### src/rtl/id_ex_hazard_reg.sv
// ID/EX pipeline register with load-use hazard detection; optional perf counters via HAZARD_PERF_CNT_EN.
// Latency: 1 cycle ID->EX; stall_if_id is combinational from current entry and ID inputs.
// Backpressure: mem_busy freezes the entry and holds IF/ID; load-use inserts one bubble; ex_flush bubbles.
module id_ex_hazard_reg #(
    parameter int XLEN    = 32,
    parameter int REG_W   = 5,
    parameter int ALUOP_W = 4
) (
    input  logic               clk,
    input  logic               rst_n,
    input  logic               id_valid,
    input  logic [XLEN-1:0]    id_pc,
    input  logic [REG_W-1:0]   id_rs1,
    input  logic [REG_W-1:0]   id_rs2,
    input  logic [REG_W-1:0]   id_rd,
    input  logic               id_use_rs1,
    input  logic               id_use_rs2,
    input  logic [XLEN-1:0]    id_rs1_data,
    input  logic [XLEN-1:0]    id_rs2_data,
    input  logic [XLEN-1:0]    id_imm,
    input  logic               id_reg_write,
    input  logic               id_mem_read,
    input  logic               id_mem_write,
    input  logic               id_mem_to_reg,
    input  logic               id_alu_src,
    input  logic [ALUOP_W-1:0] id_alu_op,
    input  logic               ex_flush,
    input  logic               mem_busy,
    output logic               ex_valid,
    output logic [XLEN-1:0]    ex_pc,
    output logic [XLEN-1:0]    ex_rs1_data,
    output logic [XLEN-1:0]    ex_rs2_data,
    output logic [XLEN-1:0]    ex_imm,
    output logic [REG_W-1:0]   ex_rs1,
    output logic [REG_W-1:0]   ex_rs2,
    output logic [REG_W-1:0]   ex_rd,
    output logic               ex_reg_write,
    output logic               ex_mem_read,
    output logic               ex_mem_write,
    output logic               ex_mem_to_reg,
    output logic               ex_alu_src,
    output logic [ALUOP_W-1:0] ex_alu_op,
    output logic               stall_if_id
`ifdef HAZARD_PERF_CNT_EN
    ,
    output logic [31:0]        perf_lu_stalls,
    output logic [31:0]        perf_flushes
`endif
);

    typedef struct packed {
        logic               valid;
        logic [XLEN-1:0]    pc;
        logic [XLEN-1:0]    rs1_data;
        logic [XLEN-1:0]    rs2_data;
        logic [XLEN-1:0]    imm;
        logic [REG_W-1:0]   rs1;
        logic [REG_W-1:0]   rs2;
        logic [REG_W-1:0]   rd;
        logic               reg_write;
        logic               mem_read;
        logic               mem_write;
        logic               mem_to_reg;
        logic               alu_src;
        logic [ALUOP_W-1:0] alu_op;
    } entry_t;

    entry_t entry_q;
    entry_t entry_d;
    entry_t id_entry;
    logic   lu_hz;
    logic   rs1_match;
    logic   rs2_match;

    // Hazard is judged against the registered entry only, so it never depends on EX results.
    assign rs1_match = id_use_rs1 && (id_rs1 == entry_q.rd);
    assign rs2_match = id_use_rs2 && (id_rs2 == entry_q.rd);
    assign lu_hz     = entry_q.valid && entry_q.mem_read && (entry_q.rd != '0)
                       && id_valid && (rs1_match || rs2_match);

    assign stall_if_id = mem_busy || (lu_hz && !ex_flush);

    // An invalid ID slot still loads its data, but its side-effecting bits and rd are squashed.
    always_comb begin
        id_entry            = '0;
        id_entry.valid      = id_valid;
        id_entry.pc         = id_pc;
        id_entry.rs1_data   = id_rs1_data;
        id_entry.rs2_data   = id_rs2_data;
        id_entry.imm        = id_imm;
        id_entry.rs1        = id_rs1;
        id_entry.rs2        = id_rs2;
        id_entry.rd         = id_valid ? id_rd : '0;
        id_entry.reg_write  = id_reg_write  && id_valid;
        id_entry.mem_read   = id_mem_read   && id_valid;
        id_entry.mem_write  = id_mem_write  && id_valid;
        id_entry.mem_to_reg = id_mem_to_reg && id_valid;
        id_entry.alu_src    = id_alu_src    && id_valid;
        id_entry.alu_op     = id_alu_op;
    end

    always_comb begin
        entry_d = entry_q;
        if (ex_flush) begin
            entry_d = '0;
        end else if (mem_busy) begin
            entry_d = entry_q;
        end else if (lu_hz) begin
            entry_d = '0;
        end else begin
            entry_d = id_entry;
        end
    end

    always_ff @(posedge clk or negedge rst_n) begin
        if (!rst_n) begin
            entry_q <= '0;
        end else begin
            entry_q <= entry_d;
        end
    end

    assign ex_valid      = entry_q.valid;
    assign ex_pc         = entry_q.pc;
    assign ex_rs1_data   = entry_q.rs1_data;
    assign ex_rs2_data   = entry_q.rs2_data;
    assign ex_imm        = entry_q.imm;
    assign ex_rs1        = entry_q.rs1;
    assign ex_rs2        = entry_q.rs2;
    assign ex_rd         = entry_q.rd;
    assign ex_reg_write  = entry_q.reg_write;
    assign ex_mem_read   = entry_q.mem_read;
    assign ex_mem_write  = entry_q.mem_write;
    assign ex_mem_to_reg = entry_q.mem_to_reg;
    assign ex_alu_src    = entry_q.alu_src;
    assign ex_alu_op     = entry_q.alu_op;

`ifdef HAZARD_PERF_CNT_EN
    logic [31:0] perf_lu_q;
    logic [31:0] perf_fl_q;
    logic        lu_case;

    assign lu_case = !ex_flush && !mem_busy && lu_hz;

    // Both counters saturate rather than wrap.
    always_ff @(posedge clk or negedge rst_n) begin
        if (!rst_n) begin
            perf_lu_q <= '0;
            perf_fl_q <= '0;
        end else begin
            if (lu_case && (perf_lu_q != 32'hFFFF_FFFF)) begin
                perf_lu_q <= perf_lu_q + 32'd1;
            end
            if (ex_flush && (perf_fl_q != 32'hFFFF_FFFF)) begin
                perf_fl_q <= perf_fl_q + 32'd1;
            end
        end
    end

    assign perf_lu_stalls = perf_lu_q;
    assign perf_flushes   = perf_fl_q;
`endif

endmodule

### config.mk
export PLATFORM = sky130hd
export DESIGN_NAME = id_ex_hazard_reg
export DESIGN_NICKNAME = d
export VERILOG_FILES = /design/src/rtl/id_ex_hazard_reg.sv
export SDC_FILE = /design/constraint.sdc
export NUM_CORES = 1
export LEC_CHECK = 0
export CAP_MARGIN = 5
export CELL_PAD_IN_SITES_DETAIL_PLACEMENT = 0
export CELL_PAD_IN_SITES_GLOBAL_PLACEMENT = 1
export CORE_ASPECT_RATIO = 1.5
export CORE_MARGIN = 1.5
export CORE_UTILIZATION = 34
export CTS_BUF_LIST = sky130_fd_sc_hd__clkbuf_8 sky130_fd_sc_hd__clkbuf_16
export DETAILED_ROUTE_END_ITERATION = 16
export HOLD_SLACK_MARGIN = 0.1
export PLACE_DENSITY_LB_ADDON = 0.1
export SLEW_MARGIN = 25
export SYNTH_ARGS = -nofsm -noshare
export SYNTH_HDL_FRONTEND = slang
export SYNTH_SLANG_ARGS = --single-unit
### constraint.sdc
create_clock -name clk -period 2.3 [get_ports clk]
set_clock_uncertainty 0.2 [all_clocks]
set_input_delay 0.345 -clock clk [delete_from_list [all_inputs] [get_ports clk]]
set_output_delay 0.345 -clock clk [all_outputs]
set_load 0.02 [all_outputs]
* Word-level counts from Yosys, hierarchy flattened
Index checks and enable logic that the tools add are counted.
** Operators by class
- Eq/ne operators :: 3
- Mux-type cells :: 4
- Reductions and logical operators :: 16
** Operator list (count)
- $mux 153 :: 3
- $logic_and 1x1->1 :: 12
- $eq 5x5->1 :: 2
- $mux 5 :: 1
- $reduce_bool 5->1 :: 1
- $logic_or 1x1->1 :: 2
- $ne 2x2->1 const B :: 1
- $logic_not 1->1 :: 1
** Word-level totals
- Register bits :: 153
- Input port bits :: 159
- Output and inout port bits :: 154

* Longest topological paths before layout
Gate-level depths: netlist of the first run.
- Word-level depth :: 7
- Mapped depth :: 7
- Gate-level depth less buffers :: 4

* Worst setup path before layout of the first run
No wires, ideal clock.
- Kind :: reg2out
- From :: reg entry_q (netlist bit ex_rd[0])
- To :: out stall_if_id
- Arrival :: 1.737 ns
- Slack :: 0.018 ns
- Stages on the path, launching flop included :: 6
- Cell sequence :: dfrtp_1 or4_1 o21ai_2 buf_6 nor2_1 a21o_1
** On the way
- Cells in the longest elaborated chain, start to end :: 6
- Elaborated cells between the ends (all ways) :: 11
** Ends and longest elaborated chain
- start: declaration :: line 68 : entry_t entry_q;
- start signal: assignment :: line 119 : entry_q <= entry_d;
- $eq 5x5->1 (tied with other cells) :: line 76 : assign rs1_match = id_use_rs1 && (id_rs1 == entry_q.rd);
- $logic_and 1x1->1, on equally long branches :: line 76, 77, 78
- $logic_or 1x1->1 or $logic_and 1x1->1 (tied branches) :: line 79 : && id_valid && (rs1_match || rs2_match);
- $logic_and 1x1->1 (*) :: line 79
- $logic_and 1x1->1 (*) :: line 81 : assign stall_if_id = mem_busy || (lu_hz && !ex_flush);
- $logic_or 1x1->1 (*) :: line 81
- end: declaration :: line 43 : output logic stall_if_id
Every way passes the cells marked *; elsewhere a longest branch is shown, timed or not.

* Worst setup path after layout of the first run
- From :: reg entry_q (netlist bit ex_rd[2])
- To :: out stall_if_id
The elaborated chain is that of the path after synthesis.

==> results.md, run 1 <==
* Remaining Overflow, GRT at 0
* Share of cells above drive strength 1 at 0.0819
* Antenna-violating nets left at 0
* Hold Vio Cnt, Final at 0
* Worst-Margin Slew at 0.540 ns
* First-pass DRT Iterations at 5
* Design Area, Final at 0.0131 sq mm
* Initial Util at 0.345
* Clk_lat worst skew at approximately 0.43 ns
* Clock share of power at 0.361
* Routed len/inst at between 20 and 25 um
* Cell taking the most area after synthesis: dfrtp_1
* Pwr dens at about 640 mW/mm^2
* Cell Area, Placed at 0.0124 sq mm
* Primary FF master, synth: dfrtp_1
* Routed vias at 8780
* Core area at 0.0250 sq mm
* Clock tree buffer depth at 2
* Met1 WL at about 14000 um
* Routed length on met2 at 15200 um
* Die width at between 100 and 150 um
* Register area at 0.00383 sq mm
* DP Cell Count at 1466
* Post-synth EDFFs at 0
* Buffers on Ports at about 310
* Final non-filler cell total at around 1500
* Synth Cell Area at around 0.0086 sq mm
* Slew Viols, Final at 0
* Via-per-instance ratio at 5.84
* Pint at 0.00587 W
* Final period util at 1.04
* FILL cells at ~2300
* CP endpoint kind: primary output
* Initial antenna violation count at 2
* Synth cell types at 22
* H-Tree Depth at 4
* Avg Cell Area, Syn at 9.53 sq um
* YS warnings at 0
* Max IR drop VDD at approximately 0.48 mV
* First-pass GRT wire length at 51300 um
* Die area at ~0.026 sq mm
* Final setup fails at 1
* Fmax at 0.419 GHz
* Routed WL at about 33000 um
* Crit-path max FO at 2
* Layout Nets at 1318
* CP arrival at 1.84 ns
* Top sig layer: met4
* Die height at around 200 um
* Met3 Wirelength at 2390 um
* Slew HR at 0.640
* Type of origin of the critical path: flip-flop
* TritonCTS Buffers at 17
* Combinational Power Share at 0.269
* Top cell type's share of synthesized area at 0.444
* Finished Core Util at 0.523
* Rows at 71
* Net Switching at 0.00253 W
* Post-place setup slack at -0.0435 ns
* Gp weighted congestion at 0.755
* Area contributors post-synth: dfrtp_1 44%, o221ai_1 14%, a22oi_1 12%
* CTS sink cnt at between 150 and 200
* DP Wirelength at 20300 um
* FFs w/ async S/R, synth at 1.00
* Layout area overhead at 51.7%
* Unrepaired setup endpoints after global routing: true
* Final worst slack at -0.0871 ns
* GRT Util Overall at 0.245
* Net Sw Frac at 0.301
* Max-cap viol count at 0
* Outcome: finished with violations
* Cell count after synthesis at 904
* Clk pin slew, worst setup/hold paths at approximately 0.060 ns
* Period minus WS final at 2.39 ns
* CTS tree: built
* Sequential area share after synthesis at 0.444
* Hold/Removal Path Class: in2async
* I/O Pins at 313
* Root buffer selected by CTS: clkbuf_16
* WS Path Type: reg2out
* Largest net degree at the start of global routing at between 70 and 80
* Most common cell in the netlist: nand2_1
* Syn Nets at 1063
* Failing checks: negative setup slack
* Seq cells post-synth at 153
* Multi-input combinational cell area at about 0.0043 sq mm
* Sequential power share at 0.370
* Synth top cells by count: 154 x nand2_1, 153 x dfrtp_1, 143 x a22oi_1, 143 x nor3b_1, 142 x o221ai_1
* DR iter-0 viols at 608
* Worst EP required at around 1.8 ns
* Vias in the first global route at ~8700
* P_leak at about 5.2 nW
* # DRC at 0
## worst max-delay path, cell delays in order (launching register included)
cell and delay, ns:
dfrtp_1 0.38, or4_4 0.54, o21ai_4 0.14, nor2_1 0.05, a21o_1 0.17, buf_6 0.14
## cells by family after synthesis
logic type / share of synthesized area
and+or+nand+nor: 0.196
xor gates and xnor gates: 0.0102
buffers and inverters: 0.0614
DFF: 0.444
AOI/OAI and AO/OA: 0.288
## power by group through the flow
stage	clock, W	sequential [W]	combinational, W
CTS	0.00312	0.00311	0.00227
floorplan	0	0.00345	0.000705
finish	0.00303	0.00311	0.00226
global placement	0	0.00315	0.00225
global route	0.00321	0.00314	0.00241
detailed placement	0	0.00315	0.00225
## routing by layer
layer | vias to the layer above | global-route usage
li1 | 4047 | -
met1 | 4340 | 0.335
met2 | 352 | 0.374
met3 | 41 | 0.0589
met4 | 0 | 0.0932
met5 | - | 0
## layout make-up
cell class,instances,share of cell area
Antenna cell,3,0.000574
Clock buffer,19,0.0347
Clock inverter,13,0.0135
Inverter,1,0.000287
Multi-Input combinational cell,622,0.332
Sequential cell,153,0.293
Tap cell,328,0.0314
Timing Repair Buffer,364,0.295
## metrics by stage
step | TNS [ns] | power (W) | hold slack, ns
final | -0.0871 | 0.00840 | 0.246
after global routing | -0.170 | 0.00876 | 0.279
after CTS | -0.146 | 0.00849 | 0.255
after detailed placement | -0.0435 | 0.00540 | 0.146
after global placement | -0.0677 | 0.00540 | 0.144
after floorplan | 0 | 0.00415 | -0.151
## cells in the final DEF, fill, tap and decap left out, types with 2 or more instances in the layout
cell	count
a32oi_1	10
clkbuf_16	17
buf_4	26
nand2_1	152
a22oi_1	143
inv_1	2
bufinv_16	4
dfrtp_1	153
nor3b_1	142
nand4_1	2
xnor2_1	7
o221ai_1	142
diode_2	3
xnor2_2	2
o21ai_0	11
clkinvlp_4	2
nand2_4	2
clkinv_4	2
clkdlybuf4s50_1	308
clkinv_2	4
buf_6	2
buf_12	27
clkbuf_8	2
## worst paths after layout
| check | startpoint | endpoint | cells after the start | slack, ns |
|---|---|---|---|---|
| worst min-delay path | rst_n | ex_rs1_data[16]$_DFFE_PN0P_ | 2 | 0.25 |
| worst max register to register | ex_rd[2]$_DFFE_PN0P_ | ex_rd[1]$_DFFE_PN0P_ | 6 | 0.20 |
| worst min register to register | ex_alu_src$_DFFE_PN0P_ | ex_alu_src$_DFFE_PN0P_ | 2 | 0.30 |
| min in group clk | ex_alu_src$_DFFE_PN0P_ | ex_alu_src$_DFFE_PN0P_ | 2 | 0.30 |
| worst max-delay path | ex_rd[2]$_DFFE_PN0P_ | stall_if_id | 5 | -0.09 |
| max in group asynchronous | rst_n | ex_rs2_data[19]$_DFFE_PN0P_ | 3 | 0.99 |
## repair_timing
action,4_1_cts,5_1_grt
hold buffers,1,0
setup buffers,1,0
hold endpoints to repair,62,0
pin swaps,4,3
setup endpoints to repair,1,1
gates resized for setup,5,2
Note: power is estimated with default switching activity, not from simulation.
==> run 2: changes to the inputs <==
TNS_END_PERCENT = 10   (was default)
==> results of run 2 <==
Same layout as run 1: the final DEF is identical, and so are final timing and power.
